## src/rtl/bus_arbiter_split.sv

```systemverilog
`timescale 1ns/1ps
`default_nettype none
// ============================================================================
// Module   : bus_arbiter_split
// Brief    : Two-master arbiter for the serial system bus with support for one
//            outstanding split transaction. Issues one-hot grants, per-master
//            split indications and the bus-mux master select. All outputs are
//            registered.
// Revision : 1.0 - initial release
// ============================================================================
module bus_arbiter_split #(
  parameter int          ROUND_ROBIN  = 1,
  parameter int unsigned HANDOVER_GAP = 1
) (
  input  logic       clk,
  input  logic       rstn,
  input  logic [1:0] breq,
  input  logic       ssplit,
  input  logic       split_ready,
  output logic [1:0] bgrant,
  output logic [1:0] msplit,
  output logic       msel,
  output logic       bus_busy
);

  typedef enum logic [1:0] {
    ST_IDLE = 2'd0,
    ST_BUSY = 2'd1,
    ST_GAP  = 2'd2
  } state_t;

  // Last GAP count value before returning to IDLE (GAP lasts HANDOVER_GAP cycles).
  localparam logic [2:0] c_gap_last = (HANDOVER_GAP == 0) ? 3'd0 : 3'(HANDOVER_GAP - 1);

  state_t     r_state,         state_d;
  logic [1:0] r_bgrant,        bgrant_d;
  logic [1:0] r_msplit,        msplit_d;
  logic       r_msel,          msel_d;
  logic       r_busy,          busy_d;
  logic       r_last_owner,    last_owner_d;
  logic       r_split_pending, split_pending_d;
  logic       r_split_owner,   split_owner_d;
  logic       r_resume,        resume_d;
  logic [2:0] r_gap_cnt,       gap_cnt_d;

  logic [1:0] w_elig;
  logic       w_pick;
  logic       w_end;

  // A master parked in a split is not eligible for a normal grant.
  assign w_elig[0] = breq[0] && !(r_split_pending && (r_split_owner == 1'b0));
  assign w_elig[1] = breq[1] && !(r_split_pending && (r_split_owner == 1'b1));

  // State register and registered outputs.
  always_ff @(posedge clk) begin
    if (!rstn) begin
      r_state         <= ST_IDLE;
      r_bgrant        <= 2'b00;
      r_msplit        <= 2'b00;
      r_msel          <= 1'b0;
      r_busy          <= 1'b0;
      r_last_owner    <= 1'b1;
      r_split_pending <= 1'b0;
      r_split_owner   <= 1'b0;
      r_resume        <= 1'b0;
      r_gap_cnt       <= 3'd0;
    end else begin
      r_state         <= state_d;
      r_bgrant        <= bgrant_d;
      r_msplit        <= msplit_d;
      r_msel          <= msel_d;
      r_busy          <= busy_d;
      r_last_owner    <= last_owner_d;
      r_split_pending <= split_pending_d;
      r_split_owner   <= split_owner_d;
      r_resume        <= resume_d;
      r_gap_cnt       <= gap_cnt_d;
    end
  end

  // Next-state logic: arbitration, release/split handling, split bookkeeping.
  always_comb begin
    state_d         = r_state;
    bgrant_d        = r_bgrant;
    msplit_d        = r_msplit;
    msel_d          = r_msel;
    busy_d          = r_busy;
    last_owner_d    = r_last_owner;
    split_pending_d = r_split_pending;
    split_owner_d   = r_split_owner;
    resume_d        = r_resume;
    gap_cnt_d       = r_gap_cnt;
    w_pick          = 1'b0;
    w_end           = 1'b0;

    case (r_state)
      ST_IDLE: begin
        if (r_split_pending && r_resume && breq[r_split_owner]) begin
          // Returning split master has top priority.
          bgrant_d                = r_split_owner ? 2'b10 : 2'b01;
          msel_d                  = r_split_owner;
          busy_d                  = 1'b1;
          msplit_d[r_split_owner] = 1'b0;
          split_pending_d         = 1'b0;
          resume_d                = 1'b0;
          state_d                 = ST_BUSY;
        end else if (|w_elig) begin
          if (w_elig == 2'b11)
            w_pick = (ROUND_ROBIN != 0) ? ~r_last_owner : 1'b0;
          else
            w_pick = w_elig[1];
          bgrant_d = w_pick ? 2'b10 : 2'b01;
          msel_d   = w_pick;
          busy_d   = 1'b1;
          state_d  = ST_BUSY;
        end
      end
      ST_BUSY: begin
        if (!breq[r_msel]) begin
          // Release beats a coincident split request.
          w_end = 1'b1;
        end else if (ssplit && !r_split_pending) begin
          w_end                   = 1'b1;
          split_pending_d         = 1'b1;
          split_owner_d           = r_msel;
          msplit_d[r_msel]        = 1'b1;
        end
      end
      ST_GAP: begin
        if (r_gap_cnt >= c_gap_last) begin
          gap_cnt_d = 3'd0;
          state_d   = ST_IDLE;
        end else begin
          gap_cnt_d = r_gap_cnt + 3'd1;
        end
      end
      default: state_d = ST_IDLE;
    endcase

    if (w_end) begin
      bgrant_d     = 2'b00;
      busy_d       = 1'b0;
      last_owner_d = r_msel;
      gap_cnt_d    = 3'd0;
      state_d      = (HANDOVER_GAP == 0) ? ST_IDLE : ST_GAP;
    end

    // Split master gave up waiting: drop the split entirely.
    if (r_split_pending && !breq[r_split_owner]) begin
      split_pending_d         = 1'b0;
      resume_d                = 1'b0;
      msplit_d[r_split_owner] = 1'b0;
    end

    // Data-ready only matters while a split is (or is becoming) outstanding.
    if (split_ready && split_pending_d)
      resume_d = 1'b1;
  end

  assign bgrant   = r_bgrant;
  assign msplit   = r_msplit;
  assign msel     = r_msel;
  assign bus_busy = r_busy;

endmodule
`default_nettype wire
```

## config.mk

```make
export PLATFORM = sky130hd
export DESIGN_NAME = bus_arbiter_split
export DESIGN_NICKNAME = d
export VERILOG_FILES = /design/src/rtl/bus_arbiter_split.sv
export SDC_FILE = /design/constraint.sdc
export NUM_CORES = 1
export LEC_CHECK = 0
export BUFFER_PORTS_ARGS = -buffer_cell sky130_fd_sc_hd__buf_2
export CAP_MARGIN = 40
export CORE_AREA = 3 3 40 42
export DETAILED_ROUTE_END_ITERATION = 6
export DIE_AREA = 0 0 43 45
export PLACE_DENSITY = 0.65
export SETUP_SLACK_MARGIN = 0.05
export SYNTH_ARGS = -nofsm -noshare
export SYNTH_HDL_FRONTEND = slang
export SYNTH_SLANG_ARGS = --single-unit
```

## constraint.sdc

```tcl
create_clock -name clk -period 1.9 [get_ports clk]
set_input_delay 0 -clock clk [delete_from_list [all_inputs] [get_ports clk]]
set_output_delay 0 -clock clk [all_outputs]
set_load 0.005 [all_outputs]
```

Word-level counts from Yosys, hierarchy flattened
Cells that the tools add are included.
{"block": "word_totals", "mem_bits_rw": 0, "mem_count": 0, "mem_bits_ro": 0, "out_inout_bits": 6, "ff_bits": 15, "latchBits": 0}
{"block": "op_classes", "reduce_logical": 26, "mux": 43, "add_sub_neg": 1, "magnitude_cmp": 5, "n_bitwise": 8, "eq_ne": 8, "mul": 0, "shifts": 0, "div": 0}
{"op": "$mux 1", "n": 25}
{"op": "$mux 2", "n": 12}
{"op": "$logic_and 1x1->1", "n": 11}
{"op": "$reduce_and 3->1", "n": 3}
{"op": "$ne 3x3->1 const B", "n": 2}
{"op": "$pmux 2 s3", "n": 1}
{"op": "$reduce_bool 3->1", "n": 2}
{"op": "$and 2x2->2", "n": 2}
{"op": "$eq 2x2->1 const B", "n": 2}
{"op": "$logic_not 1->1", "n": 4}
{"op": "$lt 1x2->1 const B", "n": 2}
{"op": "$ne 2x2->1 const B", "n": 2}
{"op": "$ne 4x4->1 const B", "n": 1}
{"op": "$not 1->1", "n": 4}
{"op": "$pmux 2 s2", "n": 1}
{"op": "$reduce_and 2->1", "n": 2}
{"op": "$reduce_or 2->1", "n": 2}
{"op": "$add 3x1->3 const B", "n": 1}
{"op": "$ge 3x1->1 const B", "n": 1}
{"op": "$mux 3", "n": 1}
{"op": "$demux 1 s1", "n": 2}
{"op": "$eq 2x1->1 const B", "n": 1}
{"op": "$ge 1x1->1 const B", "n": 2}
{"op": "$logic_not 2->1", "n": 1}
{"op": "4 further kinds", "n": 4}

Depth between registers and ports, before layout
{"block": "logic_depth", "ltp_word": 12, "depth_mapped": 5}

Least setup slack after synthesis
OpenSTA, ideal clock, no wires.
{"block": "synth_timing", "path_kind": "flip-flop to flip-flop", "from": "register r_msel, in the netlist msel", "to": "register r_resume", "setup_slack_ns": 0.549, "arrival_ns": 1.291, "setup_ns": 0.060, "required_ns": 1.840, "stages_incl_launch_ff": 5, "cell_sequence": "dfxtp_1 -> mux2i_1 -> or3b_1 -> a221oi_2 -> a32o_1"}
{"block": "synth_between", "elab_chain_len": 8, "elab_cells_between_ends": 10}
{"item": "start, declared", "line_no": "38", "text": "logic r_msel, msel_d;"}
{"item": "start signal, assigned", "line_no": "71", "text": "r_msel <= msel_d;"}
{"item": "$mux 1 (not written as such) * (2 in a row)", "line_no": "119", "text": "if (!breq[r_msel]) begin"}
{"item": "$mux 1 *", "line_no": "119"}
{"item": "$pmux 1 s2 *", "line_no": "96", "text": "case (r_state)"}
{"item": "$mux 1 *", "line_no": "149", "text": "if (r_split_pending && !breq[r_split_owner]) begin"}
{"item": "$logic_and 1x1->1 *", "line_no": "156", "text": "if (split_ready && split_pending_d)"}
{"item": "$reduce_bool 3->1 (no source line)"}
{"item": "$reduce_and 2->1 (no source line)"}
{"item": "end signal, assigned", "line_no": "76", "text": "r_resume <= resume_d;"}
{"item": "end, declared", "line_no": "43", "text": "logic r_resume, resume_d;"}
Every way passes the cells marked *; elsewhere a longest branch is shown, timed or not. The select of a mux whose other input is x is not followed.
A chain may end at the register's enable or synchronous reset.

Final worst setup path
Same ends and word-level chain as after synthesis.

==> results.toml <==
[run_status]
status = "finished, final reports clean"

[sta]
fin_worst_skew_ns = 0.00620
rsz0062_at_grt = "false"
worst_pin_slew_ns = 0.523
fmax_ghz = 0.661
report.final.setup_viol = 0
relSlewSlack_pct = 64.7
hold_viol_final = 0
layout_worst_path_cycle_share_pct = 79.6
setup_ws_ns = 0.387
period_needed_ns = 1.51
slew_violations = 0
setup_tns_ns = 0

[grt]
met2_usage_pct = 19.5
grt_util_met1_pct = 18.5
grt_pass1_wl_um = 1970
grt-ovfl-total = 0
grt_max_degree = 11
antenna_found_initial = 0
grt_pass1_vias = 442
use_met3_pct = 2.79
top_usage_layer = "met2"
grt_usage_pct = 13.9

[pwr]
ir_drop_v = 0.000499
pwr_density_cell_nw_per_um2 = 937
power.total_mw = 0.623
leakage_nw = 0.274

[cts]
cts_resized = 0
h-tree-depth = 1
numCtsBuffers = 3
insertion_delay_ns = 0.27
cts.sinks = 12
cts_root_buf = "clkbuf_4"
postCtsSetupBuffers = 0
tritoncts = "built"
clock_tree.buffer_depth = 2
clkSlewWorstSetupHoldPaths_ns = 0.08

[cells_and_area]
layout_common_cells = "12 x dfxtp_1, 11 x buf_2, 8 x nand2_1"
fin_cells = 90
area_growth_pct = 20.7
layout.nets = 82
mostFrequentLayoutCell = "dfxtp_1"
drive_above_1_share_pct = 24.0
diodes = 0
fin_util_pct = 51.7

[min_path]
hold_end = "msplit[1]"
worst_hold_path_type = "input pin to flop"
min_from = "breq[1]"
min_path_cells = 3

[detailed_routing]
antenna_left = 0
avgRoutedWirePerCell_um = 12.7
drcViolationCount = 0
vias_per_cell = 5.26
vias = 473
drt_iter0_markers = 5
wirelength_um = 1140
drt-pass1-iter-count = 4

[critical_path]
critPathRequiredTime_ns = 2.11
reg2reg_to = "r_resume"
r2r_slack_ns = 0.39
end_kind = "flop"
cpPeakStageDelay_ns = 0.48
critical_path_buf_inv_count = 0
crit_path_max_fanout = 7
critical_path_arrival_ns = 1.72
reg2regPathDepth = 4
rr_startpoint = "msel"
cp_slowest_cell = "dfxtp_1"
critical-path-top-delay-family = "flip-flops"
cp-start-kind = "flop"
cp_cell_sequence = "mux2i_1, or3b_1, a221oi_2, a32o_1"
worstSetupPathType = "flop to flop"

[die]
die_w_um = 43
coreArea_um2 = 1280
fp.dieH_um = 45
start_util_pct = 42.8
pin_count = 12
dieArea_um2 = 1940
placement_rows = 13

[synthesis]
synth_cell_types = 27
synthesis.nets = 66
synth.avg_cell_area_um2 = 9.18
ys_seq_elements = 12
ys_seq_area_share_pct = 43.6
yosysTopAreaCellShare_pct = 43.6
yosysWarnings = 0
syn_area_um2 = 551
netlist.top_cell.by_area = "dfxtp_1"
synth_area_leaders = "dfxtp_1 44%, mux2i_1 5.5%, nand2_1 5.5%, a21oi_1 4.5%, a221oi_2 2.7%"
synthCells = 60

[place]
numPortBuffers = 11
post-dp-hpwl_um = 820
place_ws_ns = 0.430
finalWeightedCongestion = 0.736
dp.cells = 84

[flow_run]
cap_violations = 0
## Yosys cell counts
cell,number
mux2_2,1
and3b_1,1
buf_6,1
clkbuf_2,1
nor3b_1,1
a221oi_2,1
a311oi_1,1
or3b_1,1
nor2b_1,2
dfxtp_1,12
o2111ai_1,1
o221ai_1,1
o21bai_1,1
o21ai_0,2
nand2_1,8
a32o_1,1
nand2b_1,2
nor3_1,1
o21a_1,1
or3b_2,1
inv_1,4
mux2i_1,3
a41oi_1,1
nor2_1,3
nor4bb_1,1
a21oi_1,5
a31oi_1,2
## power breakdown
| group | switching, mW | internal [mW] |
|---|---|---|
| combinational | 0.0611 | 0.0580 |
| sequential | 0.0236 | 0.280 |
| clock | 0.0841 | 0.116 |
## worst max-delay path by stage
stage	slack (ns)	from	depth (start not counted)	endpoint
finish	0.39	msel	4	r_resume
global route	0.30	msel	4	r_resume
CTS	0.40	msel	4	r_resume
detailed placement	0.43	msel	4	r_resume
global placement	0.45	msel	4	r_resume
floorplan	0.55	msel	4	r_resume
## state kept, by name, summed over array words and instances, names as in the netlist
signal           cells
r_split_pending      1
r_state              2
bus_busy             1
bgrant               2
r_last_owner         1
r_resume             1
msel                 1
msplit               2
r_split_owner        1
## what timing repair did
action / CTS / global route
endpoints found under the setup margin: 0 / 0
endpoints found under the hold margin: 2 / 0
hold buffers: 2 / 0
## layer usage
metal	vias to the layer above	wire (um)
met5	-	0
met4	0	13
met3	2	52
met2	10	516
met1	214	562
li1	247	-
## kinds of logic after synthesis
logic type | Yosys count | share of synthesized area, %
compound gates | 17 | 22.3
buf+inv | 6 | 5.68
flops | 12 | 43.6
mux | 4 | 7.50
simple gates | 21 | 20.9
## stage by stage
stage,instance area (um2),hold slack [ns]
floorplan,551,0.0619
global placement,608,0.222
detailed placement,608,0.221
CTS,664,0.0458
global route,664,0.0788
finish,664,0.0588
## worst register-to-register path, cell delays in order (launching register included)
cell and delay, ns:
dfxtp_1 0.48, mux2i_1 0.13, or3b_1 0.40, a221oi_2 0.28, a32o_1 0.16
## cell type report
class	count	area [um2]
fill	126	621
multi-input combinational	42	279
sequential	12	240
timing repair buffer	13	75.1
clock buffer	4	36.3
tap	15	18.8
inverter	4	15.0
No activity file was read; power rests on OpenSTA's default activity.
